**src/rtl/lut_pkg.sv**
```systemverilog
// Shared definitions for the coefficient LUT loader and readback helpers.
package lut_pkg;

    typedef enum logic [1:0] {
        ST_IDLE   = 2'd0,
        ST_LOAD   = 2'd1,
        ST_VERIFY = 2'd2,
        ST_DRAIN  = 2'd3
    } lut_state_e;

    // Address register plus output register inside the LUT macro.
    localparam int LUT_RD_LATENCY = 2;

    localparam int DEF_DEPTH      = 3072;
    localparam int DEF_ADDR_WIDTH = 12;
    localparam int DEF_DATA_WIDTH = 32;

endpackage

```
**src/rtl/lut_rd_tracker.sv**
```systemverilog
// Latency-matched valid pipeline for LUT reads; folds each returning word
// into an XOR checksum and counts how many words have come back.
module lut_rd_tracker
    import lut_pkg::*;
#(
    parameter int DATA_WIDTH = DEF_DATA_WIDTH,
    parameter int CNT_WIDTH  = DEF_ADDR_WIDTH + 1,
    parameter int LATENCY    = LUT_RD_LATENCY
) (
    input  logic                  clock,
    input  logic                  rst_n,
    input  logic                  clear,
    input  logic                  rd_issue,
    input  logic [DATA_WIDTH-1:0] rd_data,
    output logic [DATA_WIDTH-1:0] sum,
    output logic [CNT_WIDTH-1:0]  ret_cnt
);

    logic [LATENCY-1:0]    vld_q, vld_d;
    logic [DATA_WIDTH-1:0] sum_q, sum_d;
    logic [CNT_WIDTH-1:0]  cnt_q, cnt_d;

    always_comb begin
        vld_d = (vld_q << 1) | LATENCY'(rd_issue);
        sum_d = sum_q;
        cnt_d = cnt_q;
        // The oldest stage lines up with the cycle rd_data is valid.
        if (vld_q[LATENCY-1]) begin
            sum_d = sum_q ^ rd_data;
            cnt_d = cnt_q + CNT_WIDTH'(1);
        end
        if (clear) begin
            vld_d = '0;
            sum_d = '0;
            cnt_d = '0;
        end
    end

    always_ff @(posedge clock or negedge rst_n) begin
        if (!rst_n) begin
            vld_q <= '0;
            sum_q <= '0;
            cnt_q <= '0;
        end else begin
            vld_q <= vld_d;
            sum_q <= sum_d;
            cnt_q <= cnt_d;
        end
    end

    assign sum     = sum_q;
    assign ret_cnt = cnt_q;

endmodule

```
**src/rtl/lut_loader.sv**
```systemverilog
// Runtime loader for a single-port coefficient LUT: stream in, write, read back,
// checksum. For a gap-free stream done rises on the 2*DEPTH+3'th clock edge
// after the edge that accepts the first word.
module lut_loader
    import lut_pkg::*;
#(
    parameter int DEPTH      = DEF_DEPTH,
    parameter int ADDR_WIDTH = DEF_ADDR_WIDTH,
    parameter int DATA_WIDTH = DEF_DATA_WIDTH
) (
    input  logic                  clock,
    input  logic                  rst_n,
    input  logic                  start,
    input  logic [DATA_WIDTH-1:0] in_data,
    input  logic                  in_valid,
    output logic                  in_ready,
    input  logic [ADDR_WIDTH-1:0] cli_address,
    input  logic                  cli_rden,
    output logic [DATA_WIDTH-1:0] cli_q,
    output logic [ADDR_WIDTH-1:0] lut_address,
    output logic [DATA_WIDTH-1:0] lut_data,
    output logic                  lut_rden,
    output logic                  lut_wren,
    input  logic [DATA_WIDTH-1:0] lut_q,
    output logic                  busy,
    output logic                  done,
    output logic                  verify_err,
    output lut_state_e            dbg_state
);

    // in_data/in_valid/in_ready: a word transfers on every clock edge where
    // in_valid && in_ready; in_ready is high exactly while in LOAD.

    localparam int CNT_W = ADDR_WIDTH + 1;
    localparam logic [CNT_W-1:0] LAST = CNT_W'(DEPTH - 1);
    localparam logic [CNT_W-1:0] FULL = CNT_W'(DEPTH);

    lut_state_e            state_q, state_d;
    logic [CNT_W-1:0]      wr_cnt_q, wr_cnt_d;
    logic [CNT_W-1:0]      rd_cnt_q, rd_cnt_d;
    logic [DATA_WIDTH-1:0] wsum_q, wsum_d;
    logic [ADDR_WIDTH-1:0] addr_q, addr_d;
    logic [DATA_WIDTH-1:0] data_q, data_d;
    logic                  wren_q, wren_d;
    logic                  rden_q, rden_d;
    logic                  done_q, done_d;
    logic                  err_q, err_d;

    logic                  idle;
    logic                  trk_clear;
    logic [DATA_WIDTH-1:0] rsum;
    logic [CNT_W-1:0]      ret_cnt;

    assign idle = (state_q == ST_IDLE);

    always_comb begin
        state_d   = state_q;
        wr_cnt_d  = wr_cnt_q;
        rd_cnt_d  = rd_cnt_q;
        wsum_d    = wsum_q;
        addr_d    = addr_q;
        data_d    = data_q;
        wren_d    = 1'b0;
        rden_d    = 1'b0;
        done_d    = 1'b0;
        err_d     = err_q;
        trk_clear = 1'b0;
        case (state_q)
            ST_IDLE: begin
                if (start) begin
                    state_d   = ST_LOAD;
                    wr_cnt_d  = '0;
                    rd_cnt_d  = '0;
                    wsum_d    = '0;
                    err_d     = 1'b0;
                    trk_clear = 1'b1;
                end
            end
            ST_LOAD: begin
                if (in_valid) begin
                    wren_d   = 1'b1;
                    addr_d   = wr_cnt_q[ADDR_WIDTH-1:0];
                    data_d   = in_data;
                    wsum_d   = wsum_q ^ in_data;
                    wr_cnt_d = wr_cnt_q + CNT_W'(1);
                    if (wr_cnt_q == LAST) state_d = ST_VERIFY;
                end
            end
            ST_VERIFY: begin
                // The first read registers while the final write is on the port.
                rden_d   = 1'b1;
                addr_d   = rd_cnt_q[ADDR_WIDTH-1:0];
                rd_cnt_d = rd_cnt_q + CNT_W'(1);
                if (rd_cnt_q == LAST) state_d = ST_DRAIN;
            end
            ST_DRAIN: begin
                if (ret_cnt == FULL) begin
                    done_d  = 1'b1;
                    err_d   = (rsum != wsum_q);
                    state_d = ST_IDLE;
                end
            end
            default: state_d = ST_IDLE;
        endcase
    end

    always_ff @(posedge clock or negedge rst_n) begin
        if (!rst_n) begin
            state_q  <= ST_IDLE;
            wr_cnt_q <= '0;
            rd_cnt_q <= '0;
            wsum_q   <= '0;
            addr_q   <= '0;
            data_q   <= '0;
            wren_q   <= 1'b0;
            rden_q   <= 1'b0;
            done_q   <= 1'b0;
            err_q    <= 1'b0;
        end else begin
            state_q  <= state_d;
            wr_cnt_q <= wr_cnt_d;
            rd_cnt_q <= rd_cnt_d;
            wsum_q   <= wsum_d;
            addr_q   <= addr_d;
            data_q   <= data_d;
            wren_q   <= wren_d;
            rden_q   <= rden_d;
            done_q   <= done_d;
            err_q    <= err_d;
        end
    end

    lut_rd_tracker #(
        .DATA_WIDTH (DATA_WIDTH),
        .CNT_WIDTH  (CNT_W),
        .LATENCY    (LUT_RD_LATENCY)
    ) u_rd_tracker (
        .clock    (clock),
        .rst_n    (rst_n),
        .clear    (trk_clear),
        .rd_issue (rden_q && !idle),
        .rd_data  (lut_q),
        .sum      (rsum),
        .ret_cnt  (ret_cnt)
    );

    // Client reads bypass the registers in IDLE so they see no extra latency.
    assign lut_address = idle ? cli_address : addr_q;
    assign lut_rden    = idle ? cli_rden : rden_q;
    assign lut_wren    = wren_q;
    assign lut_data    = data_q;
    assign cli_q       = lut_q;
    assign in_ready    = (state_q == ST_LOAD);
    assign busy        = !idle;
    assign done        = done_q;
    assign verify_err  = err_q;
    assign dbg_state   = state_q;

endmodule

```
**config.mk**
```make
export PLATFORM = sky130hd
export DESIGN_NAME = lut_loader
export DESIGN_NICKNAME = d
export VERILOG_FILES = /design/src/rtl/lut_pkg.sv /design/src/rtl/lut_rd_tracker.sv /design/src/rtl/lut_loader.sv
export SDC_FILE = /design/constraint.sdc
export NUM_CORES = 1
export LEC_CHECK = 0
export BUFFER_PORTS_ARGS = -buffer_cell sky130_fd_sc_hd__clkbuf_2
export CAP_MARGIN = 10
export CORE_ASPECT_RATIO = 0.7
export CORE_MARGIN = 5
export CORE_UTILIZATION = 25
export CTS_CLUSTER_DIAMETER = 60
export DETAILED_ROUTE_END_ITERATION = 8
export PLACE_DENSITY_LB_ADDON = 0.08
export SLEW_MARGIN = 20
export SYNTH_ARGS = -nofsm -noshare
export SYNTH_HDL_FRONTEND = slang
export SYNTH_SLANG_ARGS = --single-unit
```
**constraint.sdc**
```tcl
create_clock -name clock -period 2.4 [get_ports clock]
set_input_delay 0.48 -clock clock [delete_from_list [all_inputs] [get_ports clock]]
set_output_delay 0.48 -clock clock [all_outputs]
set_load 0.02 [all_outputs]
```
==> results.cfg <==
[worst_setup_path]
crit_arrival_ps = 1810
rr_startpoint = rd_cnt_q[1]$_DFFE_PN0P_
cp-start-kind = flop
cpPeakStageDelay_ps = 440
rrSetupSlack_ps = 370
crit_path_end_kind = output pin
cp_max_fo = 15
reg2reg_to = dbg_state[1]$_DFFE_PN0P_
reg2reg_depth = 6
critPathRequiredTime_ps = 1920
worstSetupPathType = reg2out
cp_slowest_cell = dfrtp_2
crit_chain = inv_2, ha_4, buf_12, mux2_2, clkbuf_2

[route]
final_antenna_net_count = 0
wl_um = 21600
firstDrtPassIters = 4
drc_errors = 0
drt-vias-per-instance = 4.18
num_vias = 5427
wire_per_inst_um = 16.7
drt_iter0_drc = 228

[power]
p_int_uw = 5260
clkPwrFrac_pct = 37.0
power_switching_uw = 2210
swShare_pct = 29.5
p_per_area_nw_per_um2 = 783
leakagePower_uw = 0.00450
p_comb_share_pct = 17.2
seq_power_share_pct = 45.7
max-vdd-ir-drop_mv = 0.385

[status]
status = completed

[global_route]
grt_max_degree = 53
grt_pass1_vias = 5588
gr-total-overflow = 0
antenna_found_initial = 0
grt.total_usage_pct = 12.8
grt_pass1_wl_um = 33600

[cts]
cts_tree = done
clkTransAtPathRegs_ps = 60
clockRootBuffer = clkbuf_16
cts_made_buffers = 17
cts_buffer_depth = 2
htree_levels = 4
hold_buffers = 0
clk_latency_ps = 440
cts_num_sinks = 155

[finish]
design_area_um2 = 9540
nFillCells = 3164
diodes = 0
final_nets = 965
final_cell_mix = clkbuf_2, dfrtp_1, xor2_1
layout-drive-gt1-share_pct = 31.8
areaGrowthSynthToFinish_pct = 24.1
final_common_cell = clkbuf_2

[timing]
rsz0062_at_grt = false
finalCriticalPeriod_ps = 2290
worst_slew_pin_slew_ps = 576
hold_violations = 0
setup_viol = 0
skew_ps = 15.0
final.period_utilization_pct = 95.4
drv_slew = 0
maxSlewHeadroom_pct = 61.6
fin_setup_tns_ps = 0
clock.fmax_mhz = 437

[place]
dp_hpwl_um = 15600
port_buffers = 164
place.gp.congestion = 0.719
placed_cell_area_um2 = 8930

[floorplanning]
initial_core_util_pct = 25.5
std_cell_rows = 53
die_h_um = 157
die_w_um = 220
core_um2 = 30200
io_pins = 165
die_area_um2 = 34400

[yosys]
synth_cells = 731
yosys.cell_types.count = 53
synthArstFlopShare_pct = 100
synthesis.area_um2 = 7690
ys_warn_count = 0
synth-edff-count = 0
ys_seq_area_share_pct = 50.5
synth_ff_type = dfrtp_1
synth_seq_cells = 155
syn_nets = 820
syn_avg_cell_area_um2 = 10.5

[flow_run]
cap_violations = 0

[worst_hold_path]
min_path_type = in2async
sequential cells by signal (all words and copies together), names as in the netlist:
name                  flops
addr_q                   12
done                      1
u_rd_tracker.vld_q        2
verify_err                1
u_rd_tracker.ret_cnt     13
lut_wren                  1
dbg_state                 2
lut_data                 32
u_rd_tracker.sum         32
wsum_q                   32
rden_q                    1
rd_cnt_q                 13
wr_cnt_q                 13
worst max-delay path, delay by kind of cell, from the launching register on:
kind / cells / cell delay (ps)
multiplexers: 1 / 330
adder cells (fa/ha/maj): 1 / 190
flip-flops: 1 / 440
buffers and inverters: 3 / 410
stage by stage:
stage	hold WS, ps	setup slack, ps	util [%]	power, µW	cells
after floorplan	184	304	-	4230	731
after global placement	472	291	29.6	4780	1269
after detailed placement	471	289	29.6	4780	1269
after CTS	21.9	32.4	31.6	7630	1299
after global routing	53.7	15.6	31.6	7890	1299
final	9.91	111	31.6	7470	1299
layer usage:
layer	global-route usage [%]	vias to the layer above	share of wire, %
li1	-	2676	-
met1	19.8	2643	54
met2	17.8	95	42
met3	3.02	13	3.8
met4	3.47	0	0.72
met5	0	-	0
worst max path at each step:
| stage | end | depth (start not counted) | startpoint |
|---|---|---|---|
| 2_1_floorplan | lut_address[0] | 5 | dbg_state[0]$_DFFE_PN0P_ |
| 3_3_place_gp | wr_cnt_q[7]$_DFFE_PN0P_ | 8 | dbg_state[0]$_DFFE_PN0P_ |
| 3_5_place_dp | wr_cnt_q[10]$_DFFE_PN0P_ | 8 | dbg_state[0]$_DFFE_PN0P_ |
| 4_1_cts | lut_address[6] | 5 | dbg_state[1]$_DFFE_PN0P_ |
| 5_1_grt | lut_address[11] | 5 | dbg_state[0]$_DFFE_PN0P_ |
| 6_report | lut_address[9] | 5 | dbg_state[0]$_DFFE_PN0P_ |
cell usage after synthesis (2+ instances only):
master / instances / share of area [%]
dfrtp_1: 155 / 50
xor2_1: 116 / 13
nor2_1: 101 / 4.9
nand2_1: 94 / 4.6
mux2_2: 46 / 6.7
buf_4: 33 / 3.2
o21ai_0: 20 / 1.3
clkbuf_1: 15 / 0.73
mux2i_1: 15 / 2.0
inv_1: 14 / 0.68
nand4_1: 14 / 1.1
nand3_1: 13 / 0.85
a21oi_1: 10 / 0.65
buf_2: 10 / 0.65
nor4_1: 9 / 0.73
ha_1: 8 / 1.3
xnor2_1: 7 / 0.80
or3_1: 5 / 0.41
and2_1: 3 / 0.24
and4_1: 3 / 0.34
buf_1: 3 / 0.15
nor2b_1: 3 / 0.24
a21o_1: 2 / 0.20
and4b_1: 2 / 0.26
nor4b_2: 2 / 0.39
cell type report:
type                    count  area (µm²)  share of cell area (%)
clock buffers              24         502                    5.26
clock inverters             6        86.3                   0.905
inverters                  14        52.6                   0.551
multi-input cells         500        3410                    35.7
flip-flops and latches    155        3880                    40.7
well taps                 412         515                    5.40
repair buffers            188        1090                    11.5
cell families after synthesis:
logic type               count (synthesis)  share of synthesized area, %
AND/OR/NAND/NOR                        262                          15.9
flip-flops                             155                          50.5
XOR/XNOR                               123                          14.0
buffers and inverters                   76                          5.50
multiplexers                            63                          9.07
AO/OA/AOI/OAI                           44                          3.76
adder cells (fa/ha/maj)                  8                          1.30
power groups by stage:
stage | registers, µW | logic (µW) | clock network (µW)
floorplan | 3420 | 812 | 0
global placement | 3470 | 1310 | 0
detailed placement | 3460 | 1320 | 0
CTS | 3420 | 1330 | 2880
global route | 3470 | 1460 | 2960
finish | 3420 | 1290 | 2760
repair_timing:
action / in CTS / in global routing
setup endpoints to repair: 12 / 12
resized for setup: 5 / 3
cloned: 0 / 0
buffers inserted: 0 / 0
Power figures use the tool's default switching activity.
